`config.mk`:
```
export PLATFORM = sky130hd
export DESIGN_NAME = addsub_arbiter
export DESIGN_NICKNAME = d
export VERILOG_FILES = /design/src/rtl/addsub_arbiter.sv
export SDC_FILE = /design/constraint.sdc
export NUM_CORES = 1
export LEC_CHECK = 0
export CAP_MARGIN = 10
export CORE_MARGIN = 5
export CORE_UTILIZATION = 49
export DETAILED_ROUTE_END_ITERATION = 12
export PLACE_DENSITY = 0.87
export RECOVER_POWER = 25
export SYNTH_ARGS = -nofsm -noshare
export SYNTH_HDL_FRONTEND = slang
export SYNTH_SLANG_ARGS = --single-unit
```
`constraint.sdc`:
```
create_clock -name clk -period 4.2 [get_ports clk]
set_clock_uncertainty 0.1 [all_clocks]
set_input_delay 0.63 -clock clk [delete_from_list [all_inputs] [get_ports clk]]
set_output_delay 0.63 -clock clk [all_outputs]
set_load 0.01 [all_outputs]
```
`src/rtl/addsub_arbiter.sv`:
```
// Two-requester arbiter in front of one shared saturating 16-bit add/sub unit.
// Operands are registered on accept; the result is held until the consumer takes it.

module cla_16bit (
    input  logic [15:0] a,
    input  logic [15:0] b,
    input  logic        cin,
    output logic [15:0] sum,
    output logic        cout
);

    logic [15:0] g_s;
    logic [15:0] p_s;

    assign g_s = a & b;
    assign p_s = a ^ b;

    function automatic logic [4:0] blk_carry(input logic [3:0] g4, input logic [3:0] p4,
                                             input logic ci);
        logic [4:0] c;
        c[0] = ci;
        c[1] = g4[0] | (p4[0] & ci);
        c[2] = g4[1] | (p4[1] & g4[0]) | (p4[1] & p4[0] & ci);
        c[3] = g4[2] | (p4[2] & g4[1]) | (p4[2] & p4[1] & g4[0])
             | (p4[2] & p4[1] & p4[0] & ci);
        c[4] = g4[3] | (p4[3] & g4[2]) | (p4[3] & p4[2] & g4[1])
             | (p4[3] & p4[2] & p4[1] & g4[0]) | (p4[3] & p4[2] & p4[1] & p4[0] & ci);
        return c;
    endfunction

    // Four 4-bit lookahead blocks chained on their group carries.
    always_comb begin
        logic       carry_v;
        logic [4:0] blk_v;
        carry_v = cin;
        sum     = 16'h0000;
        for (int k = 0; k < 4; k++) begin
            blk_v          = blk_carry(g_s[4*k +: 4], p_s[4*k +: 4], carry_v);
            sum[4*k +: 4]  = p_s[4*k +: 4] ^ blk_v[3:0];
            carry_v        = blk_v[4];
        end
        cout = carry_v;
    end

endmodule

module addsub_arbiter #(
    parameter int FIXED_PRIO = 0
) (
    input  logic        clk,
    input  logic        rst_n,
    input  logic        req0_valid,
    output logic        req0_ready,
    input  logic [15:0] req0_a,
    input  logic [15:0] req0_b,
    input  logic        req0_sub,
    input  logic        req1_valid,
    output logic        req1_ready,
    input  logic [15:0] req1_a,
    input  logic [15:0] req1_b,
    input  logic        req1_sub,
    output logic        rsp_valid,
    input  logic        rsp_ready,
    output logic        rsp_id,
    output logic [15:0] rsp_data,
    output logic        rsp_ovfl
);

    typedef enum logic [1:0] {
        IDLE = 2'd0,
        EXEC = 2'd1,
        RESP = 2'd2
    } state_t;

    state_t      state_q, state_d;
    logic        rr_ptr_q, rr_ptr_d;
    logic [15:0] op_a_q, op_a_d;
    logic [15:0] op_b_q, op_b_d;
    logic        op_sub_q, op_sub_d;
    logic        op_id_q, op_id_d;
    logic        rsp_valid_q, rsp_valid_d;
    logic        rsp_id_q, rsp_id_d;
    logic [15:0] rsp_data_q, rsp_data_d;
    logic        rsp_ovfl_q, rsp_ovfl_d;

    logic        grant0_s;
    logic        grant1_s;
    logic [15:0] add_b_s;
    logic [15:0] sum_s;
    logic        unused_cout_s;
    logic        ovfl_s;
    logic [15:0] sat_s;

    // Grant only in IDLE and never while reset is asserted.
    always_comb begin
        grant0_s = 1'b0;
        grant1_s = 1'b0;
        if ((state_q == IDLE) && rst_n) begin
            case ({req1_valid, req0_valid})
                2'b01:   grant0_s = 1'b1;
                2'b10:   grant1_s = 1'b1;
                2'b11: begin
                    if ((FIXED_PRIO != 0) || !rr_ptr_q) begin
                        grant0_s = 1'b1;
                    end else begin
                        grant1_s = 1'b1;
                    end
                end
                default: grant0_s = 1'b0;
            endcase
        end else begin
            grant0_s = 1'b0;
        end
    end

    assign req0_ready = grant0_s;
    assign req1_ready = grant1_s;

    assign add_b_s = op_sub_q ? ~op_b_q : op_b_q;

    cla_16bit u_cla (
        .a    (op_a_q),
        .b    (add_b_s),
        .cin  (op_sub_q),
        .sum  (sum_s),
        .cout (unused_cout_s)
    );

    // Overflow: both adder inputs share a sign that the sum does not.
    assign ovfl_s = (op_a_q[15] == add_b_s[15]) && (sum_s[15] != op_a_q[15]);
    assign sat_s  = ovfl_s ? (op_a_q[15] ? 16'h8000 : 16'h7FFF) : sum_s;

    // Next-state and datapath register updates.
    always_comb begin
        state_d     = state_q;
        rr_ptr_d    = rr_ptr_q;
        op_a_d      = op_a_q;
        op_b_d      = op_b_q;
        op_sub_d    = op_sub_q;
        op_id_d     = op_id_q;
        rsp_valid_d = rsp_valid_q;
        rsp_id_d    = rsp_id_q;
        rsp_data_d  = rsp_data_q;
        rsp_ovfl_d  = rsp_ovfl_q;
        case (state_q)
            IDLE: begin
                if (grant0_s) begin
                    op_a_d   = req0_a;
                    op_b_d   = req0_b;
                    op_sub_d = req0_sub;
                    op_id_d  = 1'b0;
                    state_d  = EXEC;
                end else if (grant1_s) begin
                    op_a_d   = req1_a;
                    op_b_d   = req1_b;
                    op_sub_d = req1_sub;
                    op_id_d  = 1'b1;
                    state_d  = EXEC;
                end else begin
                    state_d  = IDLE;
                end
            end
            EXEC: begin
                rsp_data_d  = sat_s;
                rsp_ovfl_d  = ovfl_s;
                rsp_id_d    = op_id_q;
                rsp_valid_d = 1'b1;
                rr_ptr_d    = ~op_id_q;
                state_d     = RESP;
            end
            RESP: begin
                if (rsp_ready) begin
                    rsp_valid_d = 1'b0;
                    state_d     = IDLE;
                end else begin
                    state_d     = RESP;
                end
            end
            default: begin
                rsp_valid_d = 1'b0;
                state_d     = IDLE;
            end
        endcase
    end

    // State and datapath registers.
    always_ff @(posedge clk or negedge rst_n) begin
        if (!rst_n) begin
            state_q     <= IDLE;
            rr_ptr_q    <= 1'b0;
            op_a_q      <= 16'h0000;
            op_b_q      <= 16'h0000;
            op_sub_q    <= 1'b0;
            op_id_q     <= 1'b0;
            rsp_valid_q <= 1'b0;
            rsp_id_q    <= 1'b0;
            rsp_data_q  <= 16'h0000;
            rsp_ovfl_q  <= 1'b0;
        end else begin
            state_q     <= state_d;
            rr_ptr_q    <= rr_ptr_d;
            op_a_q      <= op_a_d;
            op_b_q      <= op_b_d;
            op_sub_q    <= op_sub_d;
            op_id_q     <= op_id_d;
            rsp_valid_q <= rsp_valid_d;
            rsp_id_q    <= rsp_id_d;
            rsp_data_q  <= rsp_data_d;
            rsp_ovfl_q  <= rsp_ovfl_d;
        end
    end

    assign rsp_valid = rsp_valid_q;
    assign rsp_id    = rsp_id_q;
    assign rsp_data  = rsp_data_q;
    assign rsp_ovfl  = rsp_ovfl_q;

endmodule
```
==> summary by stage <==
Yosys
A synthesized cell averages 8.62 sq um. After synthesis the cells add up to 0.00338 sq mm. The combinational family with the most area after synthesis is compound AO/OA/AOI/OAI gates. The fraction of the mapped netlist area in simple logic gates is 19.8%. Counting flops with an async set or reset pin after synthesis yields a share of 100%.

The number of distinct library cell variants in the gate-level netlist after synthesis is 44. Summing the areas of all compound-gate instances in the mapped netlist gives 20.4% of the synthesized area. The number of warnings issued by yosys is 0. Counting instances in the post-synthesis netlist gives the leading cell types as sky130_fd_sc_hd__nand2_1, sky130_fd_sc_hd__dfrtp_1, sky130_fd_sc_hd__nor2_1.

The most common cell in the synthesized netlist is sky130_fd_sc_hd__nand2_1. The synthesized netlist devotes 6.74% of its cell area to XOR and XNOR gates. The synthesized netlist devotes 7.33% of its cell area to adder and majority cells. By area the synthesized netlist is led by sky130_fd_sc_hd__dfrtp_1, sky130_fd_sc_hd__nand2_1, sky130_fd_sc_hd__a31oi_1, sky130_fd_sc_hd__ha_1, sky130_fd_sc_hd__xor2_1.

The share of Yosys cell area claimed by the top area cell type is 41.5%. sky130_fd_sc_hd__dfrtp_1 takes more of the synthesized area than any other cell. The count of state elements after synthesis is 56.

Synthesis produced 392 cells. The commonest register cell after synthesis is sky130_fd_sc_hd__dfrtp_1. The number of nets in the synthesized netlist is 481. The sequential share of the synthesized area is 41.5%. The mux contribution to synthesized area is 0.296%. The number of flops mapped to enable cells by yosys is 0.

Cells and area
In the final layout, the share of cells above drive strength 1 is 5.07%. The final core utilization is 65.7%. The multi-input combinational cell area is 0.00185 sq mm. At the end of the flow, the number of nets in the layout was 561. The filler cells instantiated in the layout total 567.

The final cell count without fillers is 553. Registers take 0.00140 sq mm. The area growth from synthesis to layout is 31.3%.

The repair_antennas step left the layout with diodes totalling 0.

Route
The final antenna-violating net count is 0. The DRC violation count after routing is 0. The wire length per cell after detailed routing is 14.8 um. The sum of routed wire length over all layers is 8180 um. The length of the first detailed-routing pass in iterations is 4. Dividing the detail-routed via count by the number of cells gives 5.46. The number of DRC markers after the initial detailed-route iteration is 116. The number of vias after detailed routing is 3021.

Critical path
Across all register-to-register paths, the minimum setup slack is 0.84 ns. The worst-case reg-to-reg path depth is 11. Tracing the worst setup path back leads to its startpoint at op_sub_q.

Of all nets on the critical path, the largest fanout is 14. The worst setup path is captured at a flop. The data required time of the critical path is 4.31 ns. The worst register-to-register path begins at op_sub_q. The end of the worst register-to-register path is rsp_data[13]. The critical setup path kind is reg -> reg. The startpoint type of the worst setup path is a flop.

The data arrival time of the worst path is 3.47 ns. The most critical setup path has its endpoint at rsp_data[13].

Floorplan
The number of standard-cell rows in the floorplan is 30. The y dimension of the die is 93.1 um. The floorplan step defined a core boundary enclosing 0.00676 sq mm. Once the floorplan was initialized, standard cells occupied 50.0% of the core. The die is 93.1 um wide. The floorplan step defined a die boundary enclosing 0.00866 sq mm. The top-level port count is 92.

GRT
After global routing the overflow that remains totals 0. The initial antenna violation count is 0. The first global-routing pass estimated 14300 um of wire. The number of global-route vias before repair came to 3106. The all-layer global routing usage is 20.3%. Entering global routing, the biggest net connects 69 pins.

Power and ir drop
The peak supply drop is 427 uV. In this run the static leakage power is 1.97 nW. Combinational logic is responsible for 68.7% of the overall power. The ratio of total power to cell area is 1010 mW/mm^2. The switching portion of total power is 47.6%. Per report_power, the clock group accounts for 7.9% of the total. The net switching component of the power is 2.13 mW. The power share of the sequential group is 23.4%.

The internal portion of the total power is 2.34 mW.

Placed design
The detailed-placement wirelength estimate is 6410 um. OpenSTA, run right after detailed placement, puts the worst setup slack at 0.844 ns. In this run the tool buffered the top-level ports with 91 buffer cells.

At the end of routability-driven placement, the weighted congestion stood at 0.858. Once placement completed, the tool counted placed cells totaling 545.

Flow run
Max-cap violations in this run came to 1.

Timing
The clock period could shrink to 3.36 ns. At the pin with the least slew margin, the transition time is 2.81 ns. The maximum clock frequency is 0.298 GHz. The final critical path takes up 79.9% of the cycle. Setup repair after global routing left no endpoint under its margin. The sum of negative setup slack is 0 ns.

The number of failing setup endpoints in the final timing report is 0. The final-report hold violation count was 0. In this run the tightest slew margin relative to its limit is -87.1%. The max-slew violation count was 57.

After layout, the worst setup slack is 0.843 ns. Hold timing on the final database bottoms out at a slack of 0.390 ns.

CTS
The CTS tree is built. The post-cts sizing count is 0. CTS built an H-tree with a depth of 2. The number of clock sinks is 56. The clock insertion delay at the later pin of the skew report is 0.31 ns. The root buffer cell is sky130_fd_sc_hd__clkbuf_8. The number of clock buffers added by TritonCTS is 5. The clock transition at the registers of the reported paths is 0.10 ns. The number of buffers inserted to repair setup after CTS is 0. The hold buffer count at cts is 0. No sink is reached through more buffers than the 2 on the longest clock path.

Outcome
The run finished, with violations left. The final reports fail on capacitance limit, slew limit.

Hold path
Counting instances, the worst hold path has a depth of 2. The path class of the tightest hold or removal check is reg -> reg.
[worst min path at each step]
stage                            from          end  slack [ns]
after floorplan                 rst_n    op_a_q[0]        0.23
after CTS                     op_id_q      op_id_q        0.39
after global routing      rsp_data[1]  rsp_data[1]        0.43
after detailed placement      op_id_q      op_id_q        0.36
final                         op_id_q      op_id_q        0.39
after global placement        op_id_q      op_id_q        0.36
[sequential cells by signal (all words and copies together) (netlist names), 2 cells and up]
name      flops
op_a_q       16
op_b_q       16
rsp_data     16
state_q       2
[metrics by stage]
step                instance area [sq um]  total power [mW]
finish                               4440              4.47
global placement                     4330              3.93
CTS                                  4440              4.46
detailed placement                   4330              4.08
floorplan                            3380              3.27
global route                         4440              4.91
[power by group through the flow]
stage / sequential (mW) / combinational (mW) / clock (mW)
detailed placement: 1.06 / 3.02 / 0
floorplan: 0.998 / 2.27 / 0
finish: 1.05 / 3.07 / 0.354
CTS: 1.05 / 3.06 / 0.357
global placement: 1.04 / 2.89 / 0
global route: 1.09 / 3.44 / 0.378
[metal layers]
layer | share of wire [%] | vias up | track usage [%] | wire, um
met2 | 50 | 76 | 35.0 | 4090
met4 | 1.1 | 0 | 6.11 | 93
met3 | 4.8 | 9 | 3.46 | 389
met1 | 44 | 1422 | 26.1 | 3600
li1 | - | 1514 | - | -
met5 | 0 | - | 0 | 0
[kinds of logic (layout without fill, tap and decap cells)]
family                   count (synthesis)  count (layout)
AO/OA/AOI/OAI                          102             102
XOR/XNOR                                26              26
adder cells (fa/ha/maj)                 18              18
buffers and inverters                   33             114
flip-flops                              56              56
multiplexers                             1               1
AND/OR/NAND/NOR                        156             156
[placed cells by master (no fill, tap or decap), types with 3 or more instances in the layout]
cell type                         netlist  layout
sky130_fd_sc_hd__dfrtp_1               56      56
sky130_fd_sc_hd__inv_1                  9       9
sky130_fd_sc_hd__xnor2_1                5       5
sky130_fd_sc_hd__o21a_1                 3       3
sky130_fd_sc_hd__a22o_1                13      13
sky130_fd_sc_hd__a21oi_1               13      13
sky130_fd_sc_hd__or3_1                  3       3
sky130_fd_sc_hd__o21ai_1               10      10
sky130_fd_sc_hd__nand2b_1               6       6
sky130_fd_sc_hd__xor2_1                21      21
sky130_fd_sc_hd__nand2_1               81      81
sky130_fd_sc_hd__clkbuf_8               0       5
sky130_fd_sc_hd__ha_1                  15      15
sky130_fd_sc_hd__o21ai_0               12      12
sky130_fd_sc_hd__nor3_1                 3       3
sky130_fd_sc_hd__nor2_1                45      45
sky130_fd_sc_hd__fa_1                   3       3
sky130_fd_sc_hd__clkdlybuf4s50_1        0      90
sky130_fd_sc_hd__nor2b_1                3       3
sky130_fd_sc_hd__nand3_1                4       3
sky130_fd_sc_hd__buf_4                  0       4
sky130_fd_sc_hd__a31oi_1               34      34
sky130_fd_sc_hd__and3_1                 4       4
[area by class of cell]
cell class,count,area share (%)
clock buffer,5,1.55
clock inverter,3,0.958
inverter,10,0.846
multi-input combinational,303,41.7
sequential,56,31.6
tap,80,2.25
timing repair buffer,96,21.1
[critical path, stage by stage, from the launching register on]
cell                      delay, ns
sky130_fd_sc_hd__dfrtp_1       0.72
sky130_fd_sc_hd__buf_4         0.28
sky130_fd_sc_hd__xor2_1        0.18
sky130_fd_sc_hd__ha_1          0.31
sky130_fd_sc_hd__a21oi_1       0.20
sky130_fd_sc_hd__o21ai_1       0.14
sky130_fd_sc_hd__a221o_1       0.39
sky130_fd_sc_hd__a21oi_1       0.19
sky130_fd_sc_hd__fa_1          0.21
sky130_fd_sc_hd__xor2_1        0.21
sky130_fd_sc_hd__a21oi_1       0.10
sky130_fd_sc_hd__a22o_1        0.23
Power figures use the tool's default switching activity.
